--- config.mk ---
export PLATFORM = sky130hd
export DESIGN_NAME = if_id_stage
export DESIGN_NICKNAME = d
export VERILOG_FILES = /design/src/rtl/if_id_stage.sv
export SDC_FILE = /design/constraint.sdc
export NUM_CORES = 1
export LEC_CHECK = 0
export CORE_MARGIN = 1
export CORE_UTILIZATION = 37
export DETAILED_ROUTE_END_ITERATION = 6
export HOLD_SLACK_MARGIN = 0.15
export PLACE_DENSITY = 0.7
export SETUP_SLACK_MARGIN = 0.05
export SLEW_MARGIN = 40
export SYNTH_ARGS = -nofsm -noshare
export SYNTH_HDL_FRONTEND = slang
export SYNTH_SLANG_ARGS = --single-unit
export TNS_END_PERCENT = 30
--- constraint.sdc ---
create_clock -name clk -period 5.94 [get_ports clk]
set_input_delay 0.594 -clock clk [delete_from_list [all_inputs] [get_ports clk]]
set_output_delay 0.594 -clock clk [all_outputs]
set_load 0.005 [all_outputs]
--- src/rtl/if_id_stage.sv ---
// IF/ID pipeline register: valid/ready handshake with a 2-entry skid buffer
// (main + skid), synchronous flush and a saturating decode-stall counter.
module if_id_stage #(
    parameter int unsigned         INSTR_W   = 32,
    parameter int unsigned         PC_W      = 32,
    parameter logic [INSTR_W-1:0]  NOP_INSTR = INSTR_W'(32'h0000_0000),
    parameter int unsigned         CNT_W     = 16
) (
    input  logic               clk,
    input  logic               rst,
    input  logic               in_valid,
    output logic               in_ready,
    input  logic [INSTR_W-1:0] in_instr,
    input  logic [PC_W-1:0]    in_npc,
    input  logic               flush,
    output logic               out_valid,
    input  logic               out_ready,
    output logic [INSTR_W-1:0] out_instr,
    output logic [PC_W-1:0]    out_npc,
    output logic [CNT_W-1:0]   stall_cnt
);

    logic               out_valid_q,  out_valid_d;
    logic [INSTR_W-1:0] out_instr_q,  out_instr_d;
    logic [PC_W-1:0]    out_npc_q,    out_npc_d;
    logic               skid_valid_q, skid_valid_d;
    logic [INSTR_W-1:0] skid_instr_q, skid_instr_d;
    logic [PC_W-1:0]    skid_npc_q,   skid_npc_d;
    logic               in_ready_q,   in_ready_d;
    logic [CNT_W-1:0]   stall_cnt_q,  stall_cnt_d;

    logic accept;
    logic drain;

    // Next-state for the entries; branches mirror the transfer priorities.
    always_comb begin
        accept       = in_valid && in_ready_q;
        drain        = out_valid_q && out_ready;
        out_valid_d  = out_valid_q;
        out_instr_d  = out_instr_q;
        out_npc_d    = out_npc_q;
        skid_valid_d = skid_valid_q;
        skid_instr_d = skid_instr_q;
        skid_npc_d   = skid_npc_q;
        stall_cnt_d  = stall_cnt_q;

        if (flush) begin
            out_valid_d  = 1'b0;
            skid_valid_d = 1'b0;
            out_instr_d  = NOP_INSTR;
            out_npc_d    = '0;
        end else if (skid_valid_q) begin
            if (drain) begin
                out_valid_d  = 1'b1;
                out_instr_d  = skid_instr_q;
                out_npc_d    = skid_npc_q;
                skid_valid_d = 1'b0;
            end
        end else if (accept) begin
            if (!out_valid_q || drain) begin
                out_valid_d = 1'b1;
                out_instr_d = in_instr;
                out_npc_d   = in_npc;
            end else begin
                skid_valid_d = 1'b1;
                skid_instr_d = in_instr;
                skid_npc_d   = in_npc;
            end
        end else if (drain) begin
            out_valid_d = 1'b0;
        end

        // Ready is registered so fetch never sees a combinational path from decode.
        in_ready_d = !skid_valid_d;

        if (out_valid_q && !out_ready && (stall_cnt_q != {CNT_W{1'b1}})) begin
            stall_cnt_d = stall_cnt_q + CNT_W'(1);
        end
    end

    always_ff @(posedge clk or posedge rst) begin
        if (rst) begin
            out_valid_q  <= 1'b0;
            out_instr_q  <= NOP_INSTR;
            out_npc_q    <= '0;
            skid_valid_q <= 1'b0;
            skid_instr_q <= '0;
            skid_npc_q   <= '0;
            in_ready_q   <= 1'b1;
            stall_cnt_q  <= '0;
        end else begin
            out_valid_q  <= out_valid_d;
            out_instr_q  <= out_instr_d;
            out_npc_q    <= out_npc_d;
            skid_valid_q <= skid_valid_d;
            skid_instr_q <= skid_instr_d;
            skid_npc_q   <= skid_npc_d;
            in_ready_q   <= in_ready_d;
            stall_cnt_q  <= stall_cnt_d;
        end
    end

    assign in_ready  = in_ready_q;
    assign out_valid = out_valid_q;
    assign out_instr = out_instr_q;
    assign out_npc   = out_npc_q;
    assign stall_cnt = stall_cnt_q;

endmodule

==> metrics <==
Die Width=136 um; Die ar.=between 15000 and 20000 um2; Area after DPL=8300 um2; CTS Hold Bufs=0; sequential cell area fraction in the yosys report=0.556; share of the synthesized area in the top cell type=0.552; clock share of power=0.379; Initial DRT Pass Iterations=4; CTS tree=done; Rel. slew slack=0.447; Root Buffer=clkbuf_16; number of global-route vias before repair=4559; top cell type by total area after synthesis=dfrtp_1; Post-Syn Area=approximately 6600 um2; startpoint types=input port; R2R depth=4; initial cell density of the core=0.381; Worst Skew=0.0105 ns; Placed Cells=between 800 and 900; status=finished clean; PD cells=roughly 330 nW/um2; PortBufs=150; Sequential Power Share=0.441; IO Count=roughly 150; CTS resizes=0; Comb pwr share=0.180; syn avg cell area=roughly 13 um2; Bufs on Longest Clock Path=2; gpl congestion=0.806; wire length per cell=16.4 um; Worst Setup End Kind=flop; Power Internal=~0.0023 W; first-pass GRT wire length=23700 um; slowest stage delay, CP=0.59 ns; critical path's slowest cell=or3_4; R2R Path End=skid_npc_q[8]; setup ws final=around 3.2 ns; Vias/cell=~5; crit path launch=out_ready; Max VDD drop=0.195 mV; Area growth syn-to-layout=35.0%; fin crit share=0.456; Max FO, Critical Path=34; Worst-path clk slew=roughly 0.06 ns; top post-synthesis cells by area=dfrtp_1 (55%), mux2_4 (11%), mux2i_1 (9.7%), o31ai_1 (7.3%), nand2_1 (4.0%); htree depth=4; worst-margin pin slew=roughly 0.83 ns; DP Wirelength=about 9400 um; fraction of layout cells with a size suffix above 1=0.165; # rows=48; Antenna Nets Post-Route=0; Tot GR Track Use=0.167; RSZ-0062 raised after global routing=no; final count of hold timing violations=0; hold crit path type=flop to flop; critical path cell sequence=clkdlybuf4s50_1 -> nand2b_1 -> or3_4 -> buf_4 -> mux2_2; total core area=approximately 17000 um2; Highest Clock Rate=between 300 and 400 MHz; post-route insts no fill=just under 900; max cap viols=0; YS warnings=0; final instance area=8930 um2; synthesized net count=581; # DRC=0; Worst Setup EP=skid_npc_q[8]; P_sw=around 0.00071 W; Via Count=between 4000 and 5000; #FFs+latches synth=147; Worst Path Buf+Inv=2; switching share of power=0.237; Crit path depth=5; final WL=between 10000 and 15000 um; initial antenna violation count=0; postcts setup bufs=0; WS Path Type=input port to flop; Sum Neg Setup Slack=0 ns; leakage power=3.85 nW; Worst R2R Setup Slack=around 3.6 ns; first-iteration detailed-routing DRC count=roughly 230; total CTS buffers=17; die height=136 um; Worst-Skew Late Latency=0.42 ns; # clock sinks=147; Yosys cell types=33; dpl ws=2.77 ns; largest net degree at the start of global routing=around 90; total grt overflow=0; Worst Path Required=around 6.2 ns; post-route minimum period=approximately 2.7 ns; worst reg2reg path startpoint=out_valid; Final Max Tran Viols=0; Final setup viols=0; Cells after Synth=511; NumNets Final=roughly 700; Top Family by Delay on Critical Path=buffers and inverters; hold wc startpoint=out_instr[6]; Worst EP arrival=~3.0 ns; n_diodes=0
==> cells in the mapped netlist, drive strengths merged <==
library cell / instances
dfrtp: 146
nand2: 70
mux2: 65
mux2i: 64
o31ai: 64
buf: 24
clkbuf: 13
xor2: 8
and3: 6
nand3: 6
nand4: 5
xnor2: 5
a21oi: 4
and4: 4
nor2: 4
inv: 3
nor3: 3
a31oi: 2
and2: 2
nand2b: 2
nand3b: 2
nor4: 2
a21o: 1
dfstp: 1
ha: 1
nor2b: 1
nor4b: 1
o21ai: 1
or3: 1
==> worst min-delay path, stage by stage (launching register included) <==
cell and delay [ns]:
dfrtp_1 0.34, nand2_1 0.05, o31ai_1 0.05
==> flip-flops by register name (all words and copies together), names as in the netlist <==
name          cells
out_instr        32
out_npc          32
skid_instr_q     32
skid_npc_q       32
stall_cnt        16
in_ready          1
out_valid         1
skid_valid_q      1
==> power groups by stage <==
| stage | Sequential [W] | Combinational [W] | Clock, W |
|---|---|---|---|
| after global routing | 0.00134 | 0.000584 | 0.00120 |
| after global placement | 0.00132 | 0.000521 | 0 |
| after CTS | 0.00132 | 0.000543 | 0.00115 |
| after floorplan | 0.00130 | 0.000313 | 0 |
| after detailed placement | 0.00133 | 0.000539 | 0 |
| final | 0.00132 | 0.000535 | 0.00113 |
==> per-stage QoR <==
step,power (W),hold WS [ns],util
after global placement,0.00184,0.462,0.476
after global routing,0.00312,0.492,0.515
after CTS,0.00301,0.481,0.514
after detailed placement,0.00187,0.467,0.478
after floorplan,0.00161,0.473,-
final,0.00298,0.476,0.515
==> routing by layer <==
metal	GRT usage	share of wire	up-vias	routed length, um
met5	0	0	-	0
met4	0.0618	0.012	0	170
met3	0.0389	0.048	14	698
met2	0.267	0.48	114	7020
met1	0.219	0.46	2191	6620
li1	-	-	2118	-
==> area by class of cell <==
class / instances / area (um2)
timing repair buffer: 157 / 1580
inverter: 3 / 18.8
tap: 225 / 282
multi-input combinational: 324 / 2740
fill: 1477 / 8420
clock buffer: 21 / 470
sequential: 147 / 3680
clock inverter: 10 / 155
==> cells by family after synthesis <==
family / share of synthesized area
flops: 0.556
mux: 0.235
simple gates: 0.0775
compound gates: 0.0794
buf+inv: 0.0325
xor+xnor: 0.0172
fa+ha+maj: 0.00189
==> cells in the final DEF, fill, tap and decap left out, drive strengths merged, types with 3 or more instances in the layout <==
cell and instances:
a21oi 4, and3 6, and4 4, buf 8, bufinv 4, clkbuf 21
clkdlybuf4s50 149, clkinv 4, dfrtp 146, inv 3, mux2 65, mux2i 64
nand2 70, nand3 6, nand4 5, nor2 4, nor3 3, o31ai 64
xnor2 5, xor2 8
==> worst min path at each step <==
stage | end | slack (ns) | cells past startpoint
final | out_instr[6] | 0.48 | 2
after global routing | out_npc[24] | 0.49 | 2
after CTS | out_npc[23] | 0.48 | 2
after detailed placement | out_npc[23] | 0.47 | 2
after global placement | out_instr[13] | 0.46 | 2
after floorplan | out_instr[0] | 0.47 | 2
Power figures use the tool's default switching activity.
